$ cat config.mk
export PLATFORM = sky130hd
export DESIGN_NAME = id_ex_stage_flat
export DESIGN_NICKNAME = d
export VERILOG_FILES = /design/src/rtl/id_ex_stage_if.sv /design/src/rtl/id_ex_stage.sv /design/src/flat_wrapper.sv
export SDC_FILE = /design/constraint.sdc
export NUM_CORES = 1
export LEC_CHECK = 0
export ABC_AREA = 1
export CORE_ASPECT_RATIO = 0.7
export CORE_MARGIN = 2
export CORE_UTILIZATION = 41
export DETAILED_ROUTE_END_ITERATION = 10
export HOLD_SLACK_MARGIN = 0.15
export PLACE_DENSITY = 0.8
export SETUP_SLACK_MARGIN = 0.4
export SYNTH_ARGS = -nofsm -noshare
export SYNTH_HDL_FRONTEND = slang
export SYNTH_SLANG_ARGS = --single-unit
$ cat constraint.sdc
create_clock -name clk -period 2.1 [get_ports clk]
set_clock_uncertainty 0.15 [all_clocks]
set_input_delay 0.21 -clock clk [delete_from_list [all_inputs] [get_ports clk]]
set_output_delay 0.21 -clock clk [all_outputs]
set_load 0.01 [all_outputs]
$ cat src/rtl/id_ex_stage_if.sv
// Bundle of ID-stage inputs, ID/EX register outputs and hazard/counter outputs for id_ex_stage.
// master = the ID side of the pipeline, slave = the ID/EX stage itself.
interface id_ex_stage_if #(
  parameter int DATA_W = 32,
  parameter int CNT_W  = 16
);
  logic [4:0]        ID_RsAddr;
  logic [4:0]        ID_RtAddr;
  logic [4:0]        ID_RdAddr;
  logic              ID_UsesRs;
  logic              ID_UsesRt;
  logic [DATA_W-1:0] ID_RsData;
  logic [DATA_W-1:0] ID_RtData;
  logic [DATA_W-1:0] ID_Imm;
  logic              ID_RegWrite;
  logic              ID_MemRead;
  logic              ID_MemWrite;
  logic              ID_MemtoReg;
  logic              ID_ALUSrc;
  logic [3:0]        ID_ALUOp;
  logic              ID_Valid;
  logic              Flush;

  logic [4:0]        ID_EX_RsAddr;
  logic [4:0]        ID_EX_RtAddr;
  logic [4:0]        ID_EX_RdAddr;
  logic [DATA_W-1:0] ID_EX_RsData;
  logic [DATA_W-1:0] ID_EX_RtData;
  logic [DATA_W-1:0] ID_EX_Imm;
  logic              ID_EX_RegWrite;
  logic              ID_EX_MemRead;
  logic              ID_EX_MemWrite;
  logic              ID_EX_MemtoReg;
  logic              ID_EX_ALUSrc;
  logic [3:0]        ID_EX_ALUOp;
  logic              ID_EX_Valid;

  logic              Stall;
  logic              PCWrite;
  logic              IF_ID_Write;
  logic [CNT_W-1:0]  StallCount;
  logic [CNT_W-1:0]  FlushCount;

  modport master (
    output ID_RsAddr, ID_RtAddr, ID_RdAddr, ID_UsesRs, ID_UsesRt,
           ID_RsData, ID_RtData, ID_Imm,
           ID_RegWrite, ID_MemRead, ID_MemWrite, ID_MemtoReg, ID_ALUSrc,
           ID_ALUOp, ID_Valid, Flush,
    input  ID_EX_RsAddr, ID_EX_RtAddr, ID_EX_RdAddr,
           ID_EX_RsData, ID_EX_RtData, ID_EX_Imm,
           ID_EX_RegWrite, ID_EX_MemRead, ID_EX_MemWrite, ID_EX_MemtoReg,
           ID_EX_ALUSrc, ID_EX_ALUOp, ID_EX_Valid,
           Stall, PCWrite, IF_ID_Write, StallCount, FlushCount
  );

  modport slave (
    input  ID_RsAddr, ID_RtAddr, ID_RdAddr, ID_UsesRs, ID_UsesRt,
           ID_RsData, ID_RtData, ID_Imm,
           ID_RegWrite, ID_MemRead, ID_MemWrite, ID_MemtoReg, ID_ALUSrc,
           ID_ALUOp, ID_Valid, Flush,
    output ID_EX_RsAddr, ID_EX_RtAddr, ID_EX_RdAddr,
           ID_EX_RsData, ID_EX_RtData, ID_EX_Imm,
           ID_EX_RegWrite, ID_EX_MemRead, ID_EX_MemWrite, ID_EX_MemtoReg,
           ID_EX_ALUSrc, ID_EX_ALUOp, ID_EX_Valid,
           Stall, PCWrite, IF_ID_Write, StallCount, FlushCount
  );
endinterface

$ cat src/rtl/id_ex_stage.sv
// ID/EX pipeline register of the 5-stage MIPS pipeline with load-use stall, branch flush
// and saturating stall/flush event counters.
module id_ex_stage #(
  parameter int DATA_W = 32,
  parameter int CNT_W  = 16
) (
  input  logic          clk,
  input  logic          rst_n,
  id_ex_stage_if.slave  bus
);

  logic [4:0]        r_rs_addr;
  logic [4:0]        r_rt_addr;
  logic [4:0]        r_rd_addr;
  logic [DATA_W-1:0] r_rs_data;
  logic [DATA_W-1:0] r_rt_data;
  logic [DATA_W-1:0] r_imm;
  logic              r_reg_write;
  logic              r_mem_read;
  logic              r_mem_write;
  logic              r_memto_reg;
  logic              r_alu_src;
  logic [3:0]        r_alu_op;
  logic              r_valid;
  logic [CNT_W-1:0]  r_stall_cnt;
  logic [CNT_W-1:0]  r_flush_cnt;

  logic w_dep_rs;
  logic w_dep_rt;
  logic w_hazard;
  logic w_stall;
  logic w_bubble;

  // A real load in EX writing a nonzero register that ID reads forces one bubble.
  assign w_dep_rs = bus.ID_UsesRs && (bus.ID_RsAddr == r_rd_addr);
  assign w_dep_rt = bus.ID_UsesRt && (bus.ID_RtAddr == r_rd_addr);
  assign w_hazard = r_mem_read && r_valid && (r_rd_addr != 5'd0) && bus.ID_Valid &&
                    (w_dep_rs || w_dep_rt);
  assign w_stall  = w_hazard && !bus.Flush;
  assign w_bubble = bus.Flush || w_stall;

  always_ff @(posedge clk or negedge rst_n) begin
    if (!rst_n) begin
      r_rs_addr   <= '0;
      r_rt_addr   <= '0;
      r_rd_addr   <= '0;
      r_rs_data   <= '0;
      r_rt_data   <= '0;
      r_imm       <= '0;
      r_reg_write <= 1'b0;
      r_mem_read  <= 1'b0;
      r_mem_write <= 1'b0;
      r_memto_reg <= 1'b0;
      r_alu_src   <= 1'b0;
      r_alu_op    <= '0;
      r_valid     <= 1'b0;
    end else if (w_bubble) begin
      // Zeroed addresses keep the forwarding unit from ever matching a bubble.
      r_rs_addr   <= '0;
      r_rt_addr   <= '0;
      r_rd_addr   <= '0;
      r_rs_data   <= '0;
      r_rt_data   <= '0;
      r_imm       <= '0;
      r_reg_write <= 1'b0;
      r_mem_read  <= 1'b0;
      r_mem_write <= 1'b0;
      r_memto_reg <= 1'b0;
      r_alu_src   <= 1'b0;
      r_alu_op    <= '0;
      r_valid     <= 1'b0;
    end else begin
      r_rs_addr   <= bus.ID_RsAddr;
      r_rt_addr   <= bus.ID_RtAddr;
      r_rd_addr   <= bus.ID_RdAddr;
      r_rs_data   <= bus.ID_RsData;
      r_rt_data   <= bus.ID_RtData;
      r_imm       <= bus.ID_Imm;
      r_reg_write <= bus.ID_RegWrite;
      r_mem_read  <= bus.ID_MemRead;
      r_mem_write <= bus.ID_MemWrite;
      r_memto_reg <= bus.ID_MemtoReg;
      r_alu_src   <= bus.ID_ALUSrc;
      r_alu_op    <= bus.ID_ALUOp;
      r_valid     <= bus.ID_Valid;
    end
  end

  always_ff @(posedge clk or negedge rst_n) begin
    if (!rst_n) begin
      r_stall_cnt <= '0;
      r_flush_cnt <= '0;
    end else begin
      if (w_stall && (r_stall_cnt != {CNT_W{1'b1}})) begin
        r_stall_cnt <= r_stall_cnt + CNT_W'(1);
      end
      if (bus.Flush && (r_flush_cnt != {CNT_W{1'b1}})) begin
        r_flush_cnt <= r_flush_cnt + CNT_W'(1);
      end
    end
  end

  assign bus.ID_EX_RsAddr   = r_rs_addr;
  assign bus.ID_EX_RtAddr   = r_rt_addr;
  assign bus.ID_EX_RdAddr   = r_rd_addr;
  assign bus.ID_EX_RsData   = r_rs_data;
  assign bus.ID_EX_RtData   = r_rt_data;
  assign bus.ID_EX_Imm      = r_imm;
  assign bus.ID_EX_RegWrite = r_reg_write;
  assign bus.ID_EX_MemRead  = r_mem_read;
  assign bus.ID_EX_MemWrite = r_mem_write;
  assign bus.ID_EX_MemtoReg = r_memto_reg;
  assign bus.ID_EX_ALUSrc   = r_alu_src;
  assign bus.ID_EX_ALUOp    = r_alu_op;
  assign bus.ID_EX_Valid    = r_valid;
  assign bus.Stall          = w_stall;
  assign bus.PCWrite        = !w_stall;
  assign bus.IF_ID_Write    = !w_stall;
  assign bus.StallCount     = r_stall_cnt;
  assign bus.FlushCount     = r_flush_cnt;

endmodule

$ cat src/flat_wrapper.sv
// flat-port wrapper written by rule: the top's interface ports become plain ports
module id_ex_stage_flat 
#(
  parameter int DATA_W = 32,
  parameter int CNT_W  = 16
)
  (clk, rst_n, bus_ID_RsAddr, bus_ID_RtAddr, bus_ID_RdAddr, bus_ID_UsesRs, bus_ID_UsesRt, bus_ID_RsData, bus_ID_RtData, bus_ID_Imm, bus_ID_RegWrite, bus_ID_MemRead, bus_ID_MemWrite, bus_ID_MemtoReg, bus_ID_ALUSrc, bus_ID_ALUOp, bus_ID_Valid, bus_Flush, bus_ID_EX_RsAddr, bus_ID_EX_RtAddr, bus_ID_EX_RdAddr, bus_ID_EX_RsData, bus_ID_EX_RtData, bus_ID_EX_Imm, bus_ID_EX_RegWrite, bus_ID_EX_MemRead, bus_ID_EX_MemWrite, bus_ID_EX_MemtoReg, bus_ID_EX_ALUSrc, bus_ID_EX_ALUOp, bus_ID_EX_Valid, bus_Stall, bus_PCWrite, bus_IF_ID_Write, bus_StallCount, bus_FlushCount);
  id_ex_stage_if #(.DATA_W(DATA_W), .CNT_W(CNT_W)) bus_i ();
  input  logic clk;
  input  logic rst_n;
  input wire logic [$bits(bus_i.ID_RsAddr)-1:0] bus_ID_RsAddr;
  input wire logic [$bits(bus_i.ID_RtAddr)-1:0] bus_ID_RtAddr;
  input wire logic [$bits(bus_i.ID_RdAddr)-1:0] bus_ID_RdAddr;
  input wire logic [$bits(bus_i.ID_UsesRs)-1:0] bus_ID_UsesRs;
  input wire logic [$bits(bus_i.ID_UsesRt)-1:0] bus_ID_UsesRt;
  input wire logic [$bits(bus_i.ID_RsData)-1:0] bus_ID_RsData;
  input wire logic [$bits(bus_i.ID_RtData)-1:0] bus_ID_RtData;
  input wire logic [$bits(bus_i.ID_Imm)-1:0] bus_ID_Imm;
  input wire logic [$bits(bus_i.ID_RegWrite)-1:0] bus_ID_RegWrite;
  input wire logic [$bits(bus_i.ID_MemRead)-1:0] bus_ID_MemRead;
  input wire logic [$bits(bus_i.ID_MemWrite)-1:0] bus_ID_MemWrite;
  input wire logic [$bits(bus_i.ID_MemtoReg)-1:0] bus_ID_MemtoReg;
  input wire logic [$bits(bus_i.ID_ALUSrc)-1:0] bus_ID_ALUSrc;
  input wire logic [$bits(bus_i.ID_ALUOp)-1:0] bus_ID_ALUOp;
  input wire logic [$bits(bus_i.ID_Valid)-1:0] bus_ID_Valid;
  input wire logic [$bits(bus_i.Flush)-1:0] bus_Flush;
  output wire logic [$bits(bus_i.ID_EX_RsAddr)-1:0] bus_ID_EX_RsAddr;
  output wire logic [$bits(bus_i.ID_EX_RtAddr)-1:0] bus_ID_EX_RtAddr;
  output wire logic [$bits(bus_i.ID_EX_RdAddr)-1:0] bus_ID_EX_RdAddr;
  output wire logic [$bits(bus_i.ID_EX_RsData)-1:0] bus_ID_EX_RsData;
  output wire logic [$bits(bus_i.ID_EX_RtData)-1:0] bus_ID_EX_RtData;
  output wire logic [$bits(bus_i.ID_EX_Imm)-1:0] bus_ID_EX_Imm;
  output wire logic [$bits(bus_i.ID_EX_RegWrite)-1:0] bus_ID_EX_RegWrite;
  output wire logic [$bits(bus_i.ID_EX_MemRead)-1:0] bus_ID_EX_MemRead;
  output wire logic [$bits(bus_i.ID_EX_MemWrite)-1:0] bus_ID_EX_MemWrite;
  output wire logic [$bits(bus_i.ID_EX_MemtoReg)-1:0] bus_ID_EX_MemtoReg;
  output wire logic [$bits(bus_i.ID_EX_ALUSrc)-1:0] bus_ID_EX_ALUSrc;
  output wire logic [$bits(bus_i.ID_EX_ALUOp)-1:0] bus_ID_EX_ALUOp;
  output wire logic [$bits(bus_i.ID_EX_Valid)-1:0] bus_ID_EX_Valid;
  output wire logic [$bits(bus_i.Stall)-1:0] bus_Stall;
  output wire logic [$bits(bus_i.PCWrite)-1:0] bus_PCWrite;
  output wire logic [$bits(bus_i.IF_ID_Write)-1:0] bus_IF_ID_Write;
  output wire logic [$bits(bus_i.StallCount)-1:0] bus_StallCount;
  output wire logic [$bits(bus_i.FlushCount)-1:0] bus_FlushCount;
  assign bus_i.ID_RsAddr = bus_ID_RsAddr;
  assign bus_i.ID_RtAddr = bus_ID_RtAddr;
  assign bus_i.ID_RdAddr = bus_ID_RdAddr;
  assign bus_i.ID_UsesRs = bus_ID_UsesRs;
  assign bus_i.ID_UsesRt = bus_ID_UsesRt;
  assign bus_i.ID_RsData = bus_ID_RsData;
  assign bus_i.ID_RtData = bus_ID_RtData;
  assign bus_i.ID_Imm = bus_ID_Imm;
  assign bus_i.ID_RegWrite = bus_ID_RegWrite;
  assign bus_i.ID_MemRead = bus_ID_MemRead;
  assign bus_i.ID_MemWrite = bus_ID_MemWrite;
  assign bus_i.ID_MemtoReg = bus_ID_MemtoReg;
  assign bus_i.ID_ALUSrc = bus_ID_ALUSrc;
  assign bus_i.ID_ALUOp = bus_ID_ALUOp;
  assign bus_i.ID_Valid = bus_ID_Valid;
  assign bus_i.Flush = bus_Flush;
  assign bus_ID_EX_RsAddr = bus_i.ID_EX_RsAddr;
  assign bus_ID_EX_RtAddr = bus_i.ID_EX_RtAddr;
  assign bus_ID_EX_RdAddr = bus_i.ID_EX_RdAddr;
  assign bus_ID_EX_RsData = bus_i.ID_EX_RsData;
  assign bus_ID_EX_RtData = bus_i.ID_EX_RtData;
  assign bus_ID_EX_Imm = bus_i.ID_EX_Imm;
  assign bus_ID_EX_RegWrite = bus_i.ID_EX_RegWrite;
  assign bus_ID_EX_MemRead = bus_i.ID_EX_MemRead;
  assign bus_ID_EX_MemWrite = bus_i.ID_EX_MemWrite;
  assign bus_ID_EX_MemtoReg = bus_i.ID_EX_MemtoReg;
  assign bus_ID_EX_ALUSrc = bus_i.ID_EX_ALUSrc;
  assign bus_ID_EX_ALUOp = bus_i.ID_EX_ALUOp;
  assign bus_ID_EX_Valid = bus_i.ID_EX_Valid;
  assign bus_Stall = bus_i.Stall;
  assign bus_PCWrite = bus_i.PCWrite;
  assign bus_IF_ID_Write = bus_i.IF_ID_Write;
  assign bus_StallCount = bus_i.StallCount;
  assign bus_FlushCount = bus_i.FlushCount;
  id_ex_stage #(.DATA_W(DATA_W), .CNT_W(CNT_W)) u_core (.clk(clk), .rst_n(rst_n), .bus(bus_i));
endmodule
==> metrics.txt <==
run status finished, final reports clean; count of final setup violators 0; Clock power frac 39.0%; Mapped Nets 793; nets 1164; num ports 282; CTS root buffer clkbuf_16; most frequent cells in the layout clkdlybuf4s50_1, inv_1, nor2_1; initial core utilization 41.6%; Power Total 0.00806 W; Critical Path RT 2.24 ns; Non-Filler Instances 1244; mapped cell area 6070 µm²; Leak 6.21 nW; Slew Limit Fails 0; WL final 20700 µm; Comb power frac 20.3%; period utilization 94.4%; crit-path max FO 9; 1st-iter DRT viols 296; Switching Share 26.9%; Max-Cap Viols 0; synth unique cells 24; Tmin final 1.98 ns; warnings from Yosys 0; Peak Freq 504 MHz; die area 15800 µm²; GR Util All Layers 24.2%; initial antenna violation count 0; Die Span X 149 µm; Slew @ Worst Pin 0.539 ns; syn_area_per_cell 9.13 µm²; TritonCTS clock tree done; Row Count 37; routability-driven placement congestion ratio 0.877; R2R Path Start u_core.bus.ID_EX_RdAddr[3]$_DFF_PN0_; Sequential Power Share 40.7%; Core ar. 14600 µm²; DRC 0; Post-DP Area 9280 µm²; flops & latches, synth 153; nature of the critical path endpoint flip-flop; internal power 0.00589 W; ant diodes 0; largest net degree at the start of global routing 55; H-tree levels 4; dpl cells 1151; Critical Path Source Type flip-flop; share of layout cells above drive strength 1 19.8%; antenna-violating nets left 0; Max VDD drop 0.563 mV; Via density 4.51; Setup CP Type reg -> reg; area delta synth->final 84.9%; Reg clk slew, reported paths 0.07 ns; Routed wire per std cell 16.7 µm; r2r endpoint u_core.bus.ID_EX_ALUOp[1]$_DFF_PN0_; RSZ-0062 raised after global routing true; vias in the first global route 5527; Hold Violations, Final 0; CTS max path bufs 2; dpl hpwl 12600 µm; P per Cell Area 718 nW/µm²; Core Util, Final 76.9%; hold_ws 0.168 ns; Seq/Total Area, Yosys 63.1%; first-pass GRT wire length 29100 µm; Finished Cell Area 11200 µm²; # port buffers 281; relative slew slack 64.0%; sw power 0.00217 W; grt ovf 0; clk_lat worst skew 0.40 ns; worst hold path class in -> async; Arr. time, crit path 2.12 ns; worst r2r path cells 13; Mapped Cells 665; Clock Sinks 153; r2r setup slk 0.12 ns; commonest non-fill, non-tap cell in the layout clkdlybuf4s50_1; total CTS buffers 17; vias 5614; DR pass1 iterations 4; die height 106 µm
power by group through the flow:
stage / clock network (W) / logic [W] / registers (W)
after detailed placement: 0 / 0.00122 / 0.00332
after CTS: 0.00319 / 0.00140 / 0.00326
after global routing: 0.00333 / 0.00175 / 0.00330
after floorplan: 0 / 0.000305 / 0.00340
final: 0.00314 / 0.00164 / 0.00328
after global placement: 0 / 0.00120 / 0.00331
critical path, cell delays in order, from the launching register on:
cell and delay [ns]:
dfrtp_1 0.40, inv_2 0.07, nand2_1 0.07, nand2_1 0.06
nor2_1 0.15, nand3_2 0.12, nand2_4 0.09, buf_4 0.11
buf_6 0.12, nand2_8 0.09, nand2_8 0.14, buf_6 0.13
buf_16 0.12, nor2_1 0.05
metal layers:
metal | GRT usage, % | vias to the layer above | share of wire [%]
met4 | 6.87 | 0 | 2.1
met5 | 0 | - | 0
met3 | 9.05 | 32 | 8.9
met2 | 40.8 | 256 | 51
met1 | 28.9 | 2668 | 38
li1 | - | 2658 | -
registers in the layout, indices dropped and copies added (netlist names):
signal / flops
u_core.bus.ID_EX_Imm: 32
u_core.bus.ID_EX_RsData: 32
u_core.bus.ID_EX_RtData: 32
u_core.bus.FlushCount: 16
u_core.bus.StallCount: 16
u_core.bus.ID_EX_RdAddr: 5
u_core.bus.ID_EX_RsAddr: 5
u_core.bus.ID_EX_RtAddr: 5
u_core.bus.ID_EX_ALUOp: 4
u_core.bus.ID_EX_ALUSrc: 1
u_core.bus.ID_EX_MemRead: 1
u_core.bus.ID_EX_MemWrite: 1
u_core.bus.ID_EX_MemtoReg: 1
u_core.bus.ID_EX_RegWrite: 1
u_core.bus.ID_EX_Valid: 1
layout make-up:
| class | count | area, µm² |
|---|---|---|
| inverter | 153 | 591 |
| sequential | 153 | 3850 |
| timing repair inverter | 1 | 8.76 |
| tap | 195 | 244 |
| clock inverter | 13 | 160 |
| multi-input combinational | 343 | 1840 |
| clock buffer | 19 | 443 |
| timing repair buffer | 367 | 4080 |
| fill | 944 | 3360 |
per-stage QoR:
step           TNS, ns  worst slack [ns]
3_5_place_dp     -3.99            -0.245
6_report             0             0.117
2_1_floorplan        0             0.392
3_3_place_gp     -1.86            -0.226
4_1_cts              0            0.0980
5_1_grt              0            0.0410
worst max-delay path by stage:
stage                                               from                              endpoint  slack, ns
CTS                 u_core.bus.ID_EX_RdAddr[2]$_DFF_PN0_                       bus_IF_ID_Write        0.1
finish              u_core.bus.ID_EX_RdAddr[3]$_DFF_PN0_   u_core.bus.ID_EX_ALUOp[1]$_DFF_PN0_       0.12
global route        u_core.bus.ID_EX_RdAddr[3]$_DFF_PN0_                             bus_Stall       0.04
floorplan           u_core.bus.FlushCount[1]$_DFFE_PN0P_  u_core.bus.FlushCount[4]$_DFFE_PN0P_       0.39
global placement                        bus_ID_RsAddr[2]                             bus_Stall      -0.23
detailed placement                      bus_ID_RsAddr[2]                             bus_Stall      -0.24
logic make-up (layout without fill, tap and decap cells):
family | Yosys count | in the layout | synth area share (%)
simple gates | 303 | 305 | 20.3
buf+inv | 171 | 553 | 11.6
flops | 153 | 153 | 63.1
xor+xnor | 26 | 26 | 3.75
compound gates | 10 | 10 | 0.824
fa+ha+maj | 2 | 2 | 0.412
synthesized netlist by cell type:
cell type,instances,area share [%]
a21oi_1,2,0.16
buf_2,4,0.33
buf_4,12,1.5
buf_6,2,0.37
dfrtp_1,153,63
ha_1,2,0.41
inv_1,147,9.1
inv_2,6,0.37
nand2_1,111,6.9
nand2_2,2,0.21
nand3_1,15,1.2
nand3_2,1,0.16
nand3b_1,2,0.25
nand4_1,7,0.72
nand4_2,1,0.21
nor2_1,151,9.3
nor2_2,2,0.21
nor2_4,1,0.19
nor3_1,9,0.74
nor3_2,1,0.16
o21ai_0,3,0.25
o21ai_1,5,0.41
xnor2_1,6,0.87
xor2_1,20,2.9
repair_timing:
action	CTS	global route
resized for setup	52	136
pin swaps	3	12
setup endpoints to repair	194	203
cloned	13	7
buffers inserted	17	22
hold endpoints to repair	154	0
hold buffers	2	0
Note: power is estimated with default switching activity, not from simulation.
